--- src/rtl/xdma_write_burst_ctrl.sv ---
// rtl/xdma_write_burst_ctrl.sv - per-burst address decode and beat steering for the XDMA write path
module xdma_write_burst_ctrl #(
  parameter int unsigned N_OUP     = 1,
  parameter type         data_t    = logic,
  parameter type         addr_t    = logic,
  parameter type         rule_t    = struct packed {
    logic [31:0] idx;
    addr_t       start_addr;
    addr_t       end_addr;
  },
  parameter int unsigned LEN_W     = 8,
  parameter int unsigned LOG_N_OUP = (N_OUP > 1) ? $clog2(N_OUP) : 1
) (
  input  logic                    clk_i,
  input  logic                    rst_ni,
  input  rule_t [N_OUP-1:0]       addr_map_i,
  input  addr_t                   req_addr_i,
  input  logic [LEN_W-1:0]        req_len_i,
  input  logic                    req_valid_i,
  output logic                    req_ready_o,
  input  data_t                   inp_data_i,
  input  logic                    inp_valid_i,
  output logic                    inp_ready_o,
  output data_t [N_OUP-1:0]       oup_data_o,
  output logic [N_OUP-1:0]        oup_last_o,
  output logic [N_OUP-1:0]        oup_valid_o,
  input  logic [N_OUP-1:0]        oup_ready_i,
  output logic                    done_valid_o,
  input  logic                    done_ready_i,
  output logic                    done_error_o,
  output logic                    busy_o
);

  typedef enum logic [1:0] {
    ST_IDLE  = 2'd0,
    ST_BURST = 2'd1,
    ST_DRAIN = 2'd2,
    ST_RESP  = 2'd3
  } state_e;

  state_e                 state_q, state_d;
  logic [LOG_N_OUP-1:0]   sel_q, sel_d;
  logic [LEN_W-1:0]       cnt_q, cnt_d;
  logic                   err_q, err_d;

  logic                   dec_valid;
  logic                   dec_ok;
  logic [31:0]            dec_idx;
  logic                   req_hs;
  logic                   beat_hs;
  logic                   last_beat;

  // Address decode: non-NAPOT, exclusive end, later rules take priority, no default port.
  // An index outside the port range is treated like a miss so the burst is sunk, not misrouted.
  always_comb begin
    dec_valid = 1'b0;
    dec_idx   = '0;
    for (int i = 0; i < int'(N_OUP); i++) begin
      if ((req_addr_i >= addr_map_i[i].start_addr) &&
          (req_addr_i <  addr_map_i[i].end_addr)) begin
        dec_valid = 1'b1;
        dec_idx   = addr_map_i[i].idx;
      end
    end
    dec_ok = dec_valid && (dec_idx < N_OUP);
  end

  // Handshake qualifiers; req_ready depends on state only, never on req_valid.
  always_comb begin
    req_ready_o = (state_q == ST_IDLE);
    req_hs      = req_valid_i && req_ready_o;
    beat_hs     = inp_valid_i && inp_ready_o;
    last_beat   = (cnt_q == '0);
  end

  // Combinational beat path: selected port mirrors the source, everything else is zero.
  always_comb begin
    oup_data_o  = '0;
    oup_last_o  = '0;
    oup_valid_o = '0;
    inp_ready_o = 1'b0;
    case (state_q)
      ST_BURST: begin
        oup_valid_o[sel_q] = inp_valid_i;
        oup_data_o[sel_q]  = inp_data_i;
        oup_last_o[sel_q]  = last_beat;
        inp_ready_o        = oup_ready_i[sel_q];
      end
      ST_DRAIN: begin
        inp_ready_o = 1'b1;
      end
      default: begin
        inp_ready_o = 1'b0;
      end
    endcase
  end

  // Completion and status flags decoded from the registered state.
  always_comb begin
    done_valid_o = (state_q == ST_RESP);
    done_error_o = (state_q == ST_RESP) && err_q;
    busy_o       = (state_q != ST_IDLE);
  end

  // Next-state: latch select and length once per burst, count beats down to zero.
  always_comb begin
    state_d = state_q;
    sel_d   = sel_q;
    cnt_d   = cnt_q;
    err_d   = err_q;
    case (state_q)
      ST_IDLE: begin
        if (req_hs) begin
          cnt_d = req_len_i;
          if (dec_ok) begin
            sel_d   = dec_idx[LOG_N_OUP-1:0];
            err_d   = 1'b0;
            state_d = ST_BURST;
          end else begin
            err_d   = 1'b1;
            state_d = ST_DRAIN;
          end
        end
      end
      ST_BURST, ST_DRAIN: begin
        if (beat_hs) begin
          if (last_beat) begin
            state_d = ST_RESP;
          end else begin
            cnt_d = cnt_q - LEN_W'(1);
          end
        end
      end
      ST_RESP: begin
        if (done_ready_i) begin
          state_d = ST_IDLE;
        end
      end
      default: begin
        state_d = ST_IDLE;
      end
    endcase
  end

  // State registers; reset abandons any burst in flight without a response.
  always_ff @(posedge clk_i or negedge rst_ni) begin
    if (!rst_ni) begin
      state_q <= ST_IDLE;
      sel_q   <= '0;
      cnt_q   <= '0;
      err_q   <= 1'b0;
    end else begin
      state_q <= state_d;
      sel_q   <= sel_d;
      cnt_q   <= cnt_d;
      err_q   <= err_d;
    end
  end

endmodule

--- config.mk ---
export PLATFORM = sky130hd
export DESIGN_NAME = xdma_write_burst_ctrl
export DESIGN_NICKNAME = d
export VERILOG_FILES = /design/src/rtl/xdma_write_burst_ctrl.sv
export SDC_FILE = /design/constraint.sdc
export NUM_CORES = 1
export LEC_CHECK = 0
export CORE_ASPECT_RATIO = 1.5
export CORE_MARGIN = 2
export CORE_UTILIZATION = 33
export DETAILED_ROUTE_END_ITERATION = 6
export PLACE_DENSITY = 0.83
export RECOVER_POWER = 25
export REMOVE_ABC_BUFFERS = 1
export SLEW_MARGIN = 20
export SYNTH_ARGS = -nofsm -noshare
export SYNTH_HDL_FRONTEND = slang
export SYNTH_SLANG_ARGS = --single-unit
--- constraint.sdc ---
create_clock -name clk_i -period 1.7 [get_ports clk_i]
set_input_delay 0.255 -clock clk_i [delete_from_list [all_inputs] [get_ports clk_i]]
set_output_delay 0.255 -clock clk_i [all_outputs]
set_load 0.01 [all_outputs]
==> results_dict.tcl, run 1 <==
set metrics [dict create \
    worstPathMaxFanout 3 \
    cts_tree "built" \
    cp_slowest_cell "dfrtp_1" \
    syn_area_per_cell_um2 9.567 \
    wl_mm 3.891 \
    gr-total-overflow 0 \
    drtAntennaViolNets 0 \
    maxCapViolCount 0 \
    dp_hpwl_mm 2.849 \
    die_area_um2 3324 \
    drt-initial-drc-count 18 \
    path_buf_inv 4 \
    synth_enable_flop_cells 0 \
    worstSkewPairLatency_ns 0.26 \
    clkTransAtPathRegs_ns 0.06 \
    synth_warnings 0 \
    worst_slew_pin_slew_ns 0.6196 \
    fin_skew_ns 0.002931 \
    cts.root.buffer_cell "clkbuf_8" \
    grt_pass1_vias 1335 \
    most-common-layout-cells "clkdlybuf4s50_1 (48), buf_4 (30), dfrtp_1 (12)" \
    io_buffers 57 \
    final_nets 249 \
    critPathMaxStageDelay_ns 0.42 \
    grt_max_degree 13 \
    peakVddDrop_mv 0.9137 \
    drive_above_1_share_pct 35.75 \
    p_sw_w 0.001251 \
    antenna_found_initial 0 \
    syn_to_final_growth_pct 109.9 \
    firstDrtPassIters 4 \
    post-route-period-util_pct 103.1 \
    end_kind "output pin" \
    slew_violations 0 \
    rsz0062_at_grt "true" \
    worstPathArrival_ns 1.50 \
    crit_chain "buf_6, ha_4, buf_4, buf_4, and3b_1, buf_2" \
    synth.distinct_cells 39 \
    violations "negative setup slack" \
    cp_common_cell "buf_4" \
    vias 1253 \
    finalCoreUtilization_pct 73.50 \
    htree_levels 1 \
    clock_power_share_pct 10.9 \
    p_leak_nw 0.8735 \
    cts_inserted_buffers 3 \
    grt_use_total_pct 24.77 \
    seq_area_frac_synth_pct 31.70 \
    clock.fmax_mhz 570.3 \
    routed_via_density 5.448 \
    synth_cells 99 \
    drc 0 \
    holdCritPathClass "in -> async" \
    core.rowCount 23 \
    power.density_nw_per_um2 1564 \
    async_flop_share_pct 100.0 \
    yosys_register_bits 12 \
    total_power_w 0.003109 \
    gp_congestion 0.9039 \
    antenna_cells 0 \
    critPathKind "reg -> out" \
    power.share.sequential_pct 15.8 \
    layout_setup_ws_ns -0.05351 \
    p_int_w 0.001858 \
    initial_utilization_pct 35.01 \
    cts-hold-fix-buffers 0 \
    setup_viol 5 \
    synthFlopType "dfrtp_1" \
    cts_sinks 12 \
    grt_pass1_wl_mm 5.982 \
    fp.coreArea_um2 2705 \
    p_comb_share_pct 73.3 \
    p_sw_share_pct 40.25 \
    hold_viol 0 \
    pin_count 58 \
    max_slew_margin_pct 58.56 \
    fin_tns_setup_ns -0.1725 \
    syn_area_um2 947.2 \
    required_ns 1.44 \
    hold_ws_ns 0.4507 \
    final_common_cell "clkdlybuf4s50_1" \
    nFillCells 214 \
    cpLargestDelayFamily "buffers and inverters" \
    ctsLongestPathBuffers 2 \
    period_needed_ns 1.754 \
    die_w_um 47.75 \
    outcome "finished with violations" \
    cp-start-kind "flip-flop" \
    wl_per_cell_um 16.92 \
    die_h_um 69.62 \
]
## cell type report
cell class / instances / area, µm² / share of cell area, %
timing repair buffer: 91 / 818.3 / 41.16
inverter: 8 / 30.03 / 1.510
clock buffer: 4 / 55.05 / 2.769
sequential: 12 / 300.3 / 15.10
multi-input combinational: 78 / 738.2 / 37.13
tap: 37 / 46.29 / 2.329
## through the flow
stage	cell area (µm²)	setup WS [ns]	cells
after global placement	1770	-0.1880	220
final	1988	-0.05351	230
after CTS	1864	-0.02282	226
after floorplan	943.4	0.01899	98
after detailed placement	1770	-0.2420	220
after global routing	1988	-0.1377	230
## power groups by stage
stage               combinational [W]  sequential, W  clock [W]
CTS                           0.00196       0.000477   0.000328
detailed placement            0.00187       0.000473          0
finish                        0.00228       0.000492   0.000338
floorplan                    0.000927       0.000503          0
global placement              0.00182       0.000466          0
global route                  0.00244       0.000504   0.000347
## final timing paths
check                                       start                      to  slack [ns]  cells past startpoint
min                                        rst_ni    cnt_q[7]$_DFFE_PN0P_        0.45                      1
max                        state_q[0]$_DFFE_PN0P_             oup_valid_o       -0.05                      6
min reg2reg                     err_q$_DFFE_PN0P_       err_q$_DFFE_PN0P_        0.54                      2
min in group clk_i              err_q$_DFFE_PN0P_       err_q$_DFFE_PN0P_        0.54                      2
max in group asynchronous                  rst_ni    cnt_q[0]$_DFFE_PN0P_        0.85                      1
max reg2reg                  cnt_q[1]$_DFFE_PN0P_  state_q[0]$_DFFE_PN0P_       -0.05                      7
## kinds of logic (layout without fill, tap and decap cells)
family | count (synthesis) | after routing | share of synthesized area [%]
and+or+nand+nor | 43 | 43 | 31.70
DFF | 12 | 12 | 31.70
muxes | 1 | 1 | 1.057
buffers and inverters | 9 | 103 | 3.566
adders and majority gates | 5 | 5 | 6.605
AOI/OAI and AO/OA | 29 | 29 | 25.37
## Yosys cell counts (2+ instances only)
cell,number,area [µm²]
dfrtp_1,12,300.3
inv_1,8,30.03
nand3_1,8,40.04
nor4_1,8,50.05
o32a_1,6,60.06
ha_1,5,62.56
o211a_1,5,50.05
a21oi_1,4,20.02
nand2_1,4,15.01
nand2b_1,3,18.77
nand4_1,3,18.77
a31oi_1,2,12.51
and2_1,2,12.51
and3b_1,2,17.52
nor3b_1,2,15.01
nor4b_1,2,17.52
## sequential cells by signal, summed over array words and instances, names as in the netlist
| register | flops |
|---|---|
| cnt_q | 8 |
| state_q | 2 |
| err_q | 1 |
| sel_q | 1 |
## per-layer routing
layer	track usage, %	vias to the layer above	routed length [µm]
met5	0	-	0
met4	9.610	0	146
met3	4.948	11	214
met2	43.56	66	2127
met1	26.72	587	1403
li1	-	589	-
## repair_timing
action / in CTS / in global routing
buffers inserted: 4 / 4
resized for setup: 33 / 22
endpoints found under the setup margin: 16 / 17
pin swaps: 3 / 8
No activity file was read; power rests on OpenSTA's default activity.
==> inputs of run 2 (changes only) <==
Settings changed: CORE_UTILIZATION 33 to 35.
Clock period 1.7 ns to 1.95 ns, I/O delays scaled along.
==> results_dict.tcl, run 2 (synthesis gave the netlist of run 1 again) <==
set metrics [dict create \
    rsz0062_at_grt "true" \
    drtAntennaViolNets 0 \
    die_w_um 46.48 \
    cp-start-kind "flip-flop" \
    grt_max_degree 13 \
    p_leak_nw 0.7686 \
    cts.root.buffer_cell "clkbuf_8" \
    power.share.sequential_pct 19.9 \
    outcome "finished clean" \
    clock_power_share_pct 10.9 \
    p_comb_share_pct 69.2 \
    regMostFlops "cnt_q" \
    setup_viol 0 \
    drc 0 \
    drt-initial-drc-count 16 \
    drive_above_1_share_pct 17.24 \
    final_common_cell "clkdlybuf4s50_1" \
    htree_levels 1 \
    max_slew_margin_pct 58.41 \
    antenna_found_initial 0 \
    final_nets 231 \
    cts_inserted_buffers 3 \
    gr-total-overflow 0 \
    worstPathMaxFanout 8 \
    die_area_um2 3147 \
    antenna_cells 0 \
    gp_congestion 0.8785 \
    total_power_w 0.002146 \
    cts-hold-fix-buffers 0 \
    p_sw_share_pct 40.58 \
    grt_pass1_wl_mm 5.361 \
    clock.fmax_mhz 524.7 \
    p_sw_w 0.0008709 \
    critPathKind "reg -> out" \
    worstSkewPairLatency_ns 0.25 \
    end_kind "output pin" \
    dp_hpwl_mm 2.770 \
    worst_slew_pin_slew_ns 0.6218 \
    post-route-period-util_pct 97.73 \
    syn_to_final_growth_pct 83.49 \
    largest_reg_flops 8 \
    fp.coreArea_um2 2619 \
    core.rowCount 23 \
    power.density_nw_per_um2 1235 \
    peakVddDrop_mv 0.6706 \
    clkTransAtPathRegs_ns 0.05 \
    vias 1177 \
    most-common-layout-cells "clkdlybuf4s50_1 (51), buf_4 (16), dfrtp_1 (12)" \
    routed_via_density 5.578 \
    period_needed_ns 1.906 \
    grt_pass1_vias 1292 \
    cts_tree "built" \
    firstDrtPassIters 4 \
    io_buffers 57 \
    cts_sinks 12 \
    grt_use_total_pct 24.70 \
    ctsLongestPathBuffers 2 \
    dp_slack_ns -0.04166 \
    post_cts_buffers 0 \
    pin_count 58 \
    slew_violations 0 \
    holdCritPathClass "in -> async" \
    hold_viol 0 \
    reg.largest.list "cnt_q (8), state_q (2)" \
    die_h_um 67.71 \
    wl_per_cell_um 15.59 \
    layout_setup_ws_ns 0.04418 \
    wl_mm 3.290 \
    stdcell_count 211 \
    maxCapViolCount 0 \
    p_int_w 0.001275 \
    worstPathArrival_ns 1.61 \
    required_ns 1.66 \
    placed_cells 208 \
    initial_utilization_pct 36.17 \
    fin_skew_ns 0.004795 \
]
[run 2: changes by cell type in the layout (fill, tap and decap cells not counted), sizes merged]
cell	previous run	this run
clkdlybuf4s50	48	51
clkbuf	5	3
dlymetal6s2s	0	1
buf	38	17
[run 2: final timing paths]
check	slack, ns	startpoint	cells past startpoint	end
max	0.04	state_q[1]$_DFFE_PN0P_	3	req_ready_o
min	0.50	rst_ni	1	cnt_q[0]$_DFFE_PN0P_
max reg2reg	0.13	state_q[1]$_DFFE_PN0P_	6	state_q[1]$_DFFE_PN0P_
min reg2reg	0.56	err_q$_DFFE_PN0P_	2	err_q$_DFFE_PN0P_
max in group asynchronous	1.05	rst_ni	1	state_q[1]$_DFFE_PN0P_
min in group clk_i	0.56	err_q$_DFFE_PN0P_	2	err_q$_DFFE_PN0P_
[run 2: routing by layer]
metal | up-vias | track usage, % | part of all wire, %
met5 | - | 0 | 0
met4 | 0 | 15.36 | 4.0
met3 | 12 | 4.813 | 6.8
met2 | 61 | 47.57 | 57
met1 | 549 | 21.65 | 32
li1 | 555 | - | -
[run 2: layout make-up]
type                       instances  area (µm²)
fill                             222       880.8
timing repair buffer              73       684.4
multi-input combinational         78       635.6
sequential                        12       300.3
tap                               37       46.29
clock buffer                       3       41.29
inverter                           8       30.03
[run 2: what timing repair did]
action | 4_1_cts | 5_1_grt
setup endpoints to repair | 6 | 7
hold endpoints to repair | 0 | 0
resized for setup | 10 | 3
[run 2: power by group through the flow]
stage	Clock (W)	Sequential, W	Combinational [W]
floorplan	0	0.000438	0.000808
global placement	0	0.000414	0.00141
detailed placement	0	0.000425	0.00148
CTS	0.000241	0.000427	0.00148
global route	0.000251	0.000436	0.00162
finish	0.000234	0.000427	0.00149
[run 2: critical path, stage by stage (launching register included)]
cell and delay, ns:
dfrtp_1 0.40, inv_1 0.12, ha_2 0.28, clkdlybuf4s50_1 0.57
[run 2: metrics by stage]
| stage | util [%] | area (µm²) | setup TNS (ns) | hold slack, ns |
|---|---|---|---|---|
| after CTS | 65.84 | 1724 | 0 | 0.4364 |
| after global routing | 66.36 | 1738 | -0.008599 | 0.5344 |
| final | 66.36 | 1738 | 0 | 0.5006 |
| after floorplan | - | 943.4 | 0 | -0.003091 |
| after detailed placement | 64.17 | 1680 | -0.04166 | 0.5607 |
| after global placement | 64.17 | 1680 | 0 | 0.5122 |
==> inputs of run 3 (changes only) <==
Settings changed: ABC_AREA set to 1, PLACE_DENSITY 0.83 to 0.74.
==> results_dict.tcl, run 3 <==
set metrics [dict create \
    worst_slew_pin_slew_ns 0.6025 \
    worstPathArrival_ns 1.58 \
    drt-initial-drc-count 16 \
    wl_mm 2.811 \
    synthTopCellsByCount "nand2_1 (53), nor2_1 (29), inv_1 (22)" \
    reg.largest.list "cnt_q (8), state_q (2)" \
    maxCapViolCount 0 \
    synth_warnings 0 \
    crit_start "state_q[0]$_DFFE_PN0P_" \
    htree_levels 1 \
    drc 0 \
    gp_congestion 0.8153 \
    finalCoreUtilization_pct 60.22 \
    required_ns 1.66 \
    synth_cells 166 \
    rsz0062_at_grt "false" \
    slew_violations 0 \
    initial_utilization_pct 36.18 \
    end_kind "output pin" \
    vias 1191 \
    dp_hpwl_mm 2.356 \
    timing.rr.start "state_q[1]$_DFFE_PN0P_" \
    yosysTopAreaCell "dfrtp_1" \
    cts_tree "built" \
    synthFlopType "dfrtp_1" \
    synth.top_cell.area_share_pct 29.09 \
    clkTransAtPathRegs_ns 0.05 \
    synth_area_leaders "dfrtp_1 (29%), nand2_1 (19%), nor2_1 (11%)" \
    core.rowCount 24 \
    yosys_register_bits 12 \
    wl_per_cell_um 10.53 \
    hold_ws_ns 0.4637 \
    cp-start-kind "flip-flop" \
    period_needed_ns 1.868 \
    worstPathMaxFanout 6 \
    drive_above_1_share_pct 11.84 \
    largest_reg_flops 8 \
    worstSkewPairLatency_ns 0.24 \
    regMostFlops "cnt_q" \
    fin_skew_ns 0.0009614 \
    die_area_um2 3408 \
    nFillCells 280 \
    synth_enable_flop_cells 0 \
    antenna_cells 0 \
    setup_viol 0 \
    final_nets 284 \
    ctsLongestPathBuffers 2 \
    synth.distinct_cells 22 \
    die_w_um 48.34 \
    seq_area_frac_synth_pct 29.09 \
    syn_area_um2 1032 \
    outcome "finished clean" \
    total_power_w 0.002443 \
    die_h_um 70.51 \
    final_area_um2 1718 \
    routed_via_density 4.461 \
    syn_to_final_growth_pct 66.42 \
    grt_pass1_vias 1164 \
    grt_pass1_wl_mm 4.933 \
    grt_max_degree 13 \
    most-common-layout-cells "nand2_1 (53), clkdlybuf4s50_1 (52), nor2_1 (29)" \
    post-route-period-util_pct 95.78 \
    power.density_nw_per_um2 1422 \
    placed_cell_area_um2 1658 \
    drtAntennaViolNets 0 \
    fp.coreArea_um2 2853 \
    antenna_found_initial 0 \
    async_flop_share_pct 100.0 \
    max_slew_margin_pct 59.70 \
    clock.fmax_mhz 535.4 \
    peakVddDrop_mv 1.083 \
    holdCritPathClass "reg -> reg" \
    syn_area_per_cell_um2 6.218 \
    critPathKind "reg -> out" \
    cts_inserted_buffers 3 \
    yosysMostFrequentCell "nand2_1" \
    final_common_cell "nand2_1" \
    fin_tns_setup_ns 0 \
    io_buffers 57 \
    post_cts_buffers 0 \
    gr-total-overflow 0 \
    pin_count 58 \
    cts_sinks 12 \
    p_leak_nw 0.8618 \
    min-delay-start "sel_q$_DFFE_PN0P_" \
    cts.root.buffer_cell "clkbuf_8" \
    cts-hold-fix-buffers 0 \
    hold_viol 0 \
    grt_use_total_pct 18.52 \
    firstDrtPassIters 4 \
]
-- run 3: cell types whose count changed after synthesis, moves of 5 or more --
cell,change
o211a_1,-5
nor4_1,-8
o32a_1,-6
inv_1,+14
nor2_1,+28
nand2_1,+49
nand2_2,+7
o21ai_0,+6
-- run 3: layer usage --
| layer | wire [µm] | vias to the layer above | part of all wire [%] | global-route usage [%] |
|---|---|---|---|---|
| met5 | 0 | - | 0 | 0 |
| met4 | 89 | 0 | 3.2 | 9.524 |
| met3 | 198 | 9 | 7.0 | 4.487 |
| met2 | 1439 | 43 | 51 | 35.49 |
| met1 | 1083 | 505 | 39 | 18.01 |
| li1 | - | 634 | - | - |
-- run 3: kinds of logic after synthesis --
group | count (synthesis) | synth area share [%]
AOI/OAI and AO/OA | 16 | 9.696
adders and majority gates | 5 | 6.061
buffers and inverters | 27 | 11.03
DFF | 12 | 29.09
and+or+nand+nor | 106 | 44.12
-- run 3: per-stage QoR --
stage          setup WS, ns  instances
3_5_place_dp         0.1120        263
6_report            0.08237        267
3_3_place_gp         0.1555        263
5_1_grt            0.004585        267
2_1_floorplan        0.2717        163
4_1_cts            0.005786        267
-- run 3: cell type report --
type                       instances  area [µm²]  share of cell area (%)
clock buffer                       4       55.05                   3.205
tap                               39       48.80                   2.840
timing repair buffer              61       603.1                   35.11
sequential                        12       300.3                   17.48
inverter                          24       90.09                   5.244
multi-input combinational        127       620.6                   36.13
-- run 3: repair_timing --
item | CTS | global route
gates resized for setup | 3 | 4
setup endpoints to repair | 3 | 8
endpoints found under the hold margin | 0 | 0
-- run 3: final timing paths --
| path | endpoint | slack, ns | cells past startpoint |
|---|---|---|---|
| worst min register to register | sel_q$_DFFE_PN0P_ | 0.46 | 2 |
| max in group asynchronous | sel_q$_DFFE_PN0P_ | 1.06 | 1 |
| worst min-delay path | sel_q$_DFFE_PN0P_ | 0.46 | 2 |
| worst max register to register | cnt_q[5]$_DFFE_PN0P_ | 0.19 | 9 |
| min in group asynchronous | cnt_q[6]$_DFFE_PN0P_ | 0.50 | 1 |
| worst max-delay path | req_ready_o | 0.08 | 3 |
-- run 3: report_power, final --
group	internal [W]	switching (W)
Sequential	0.000365	0.0000729
Clock	0.000179	0.0000956
Combinational	0.000727	0.00100
-- run 3: critical path, stage by stage, from the launching register on --
cell	delay, ns
dfrtp_1	0.40
inv_1	0.11
ha_2	0.26
clkdlybuf4s50_1	0.56
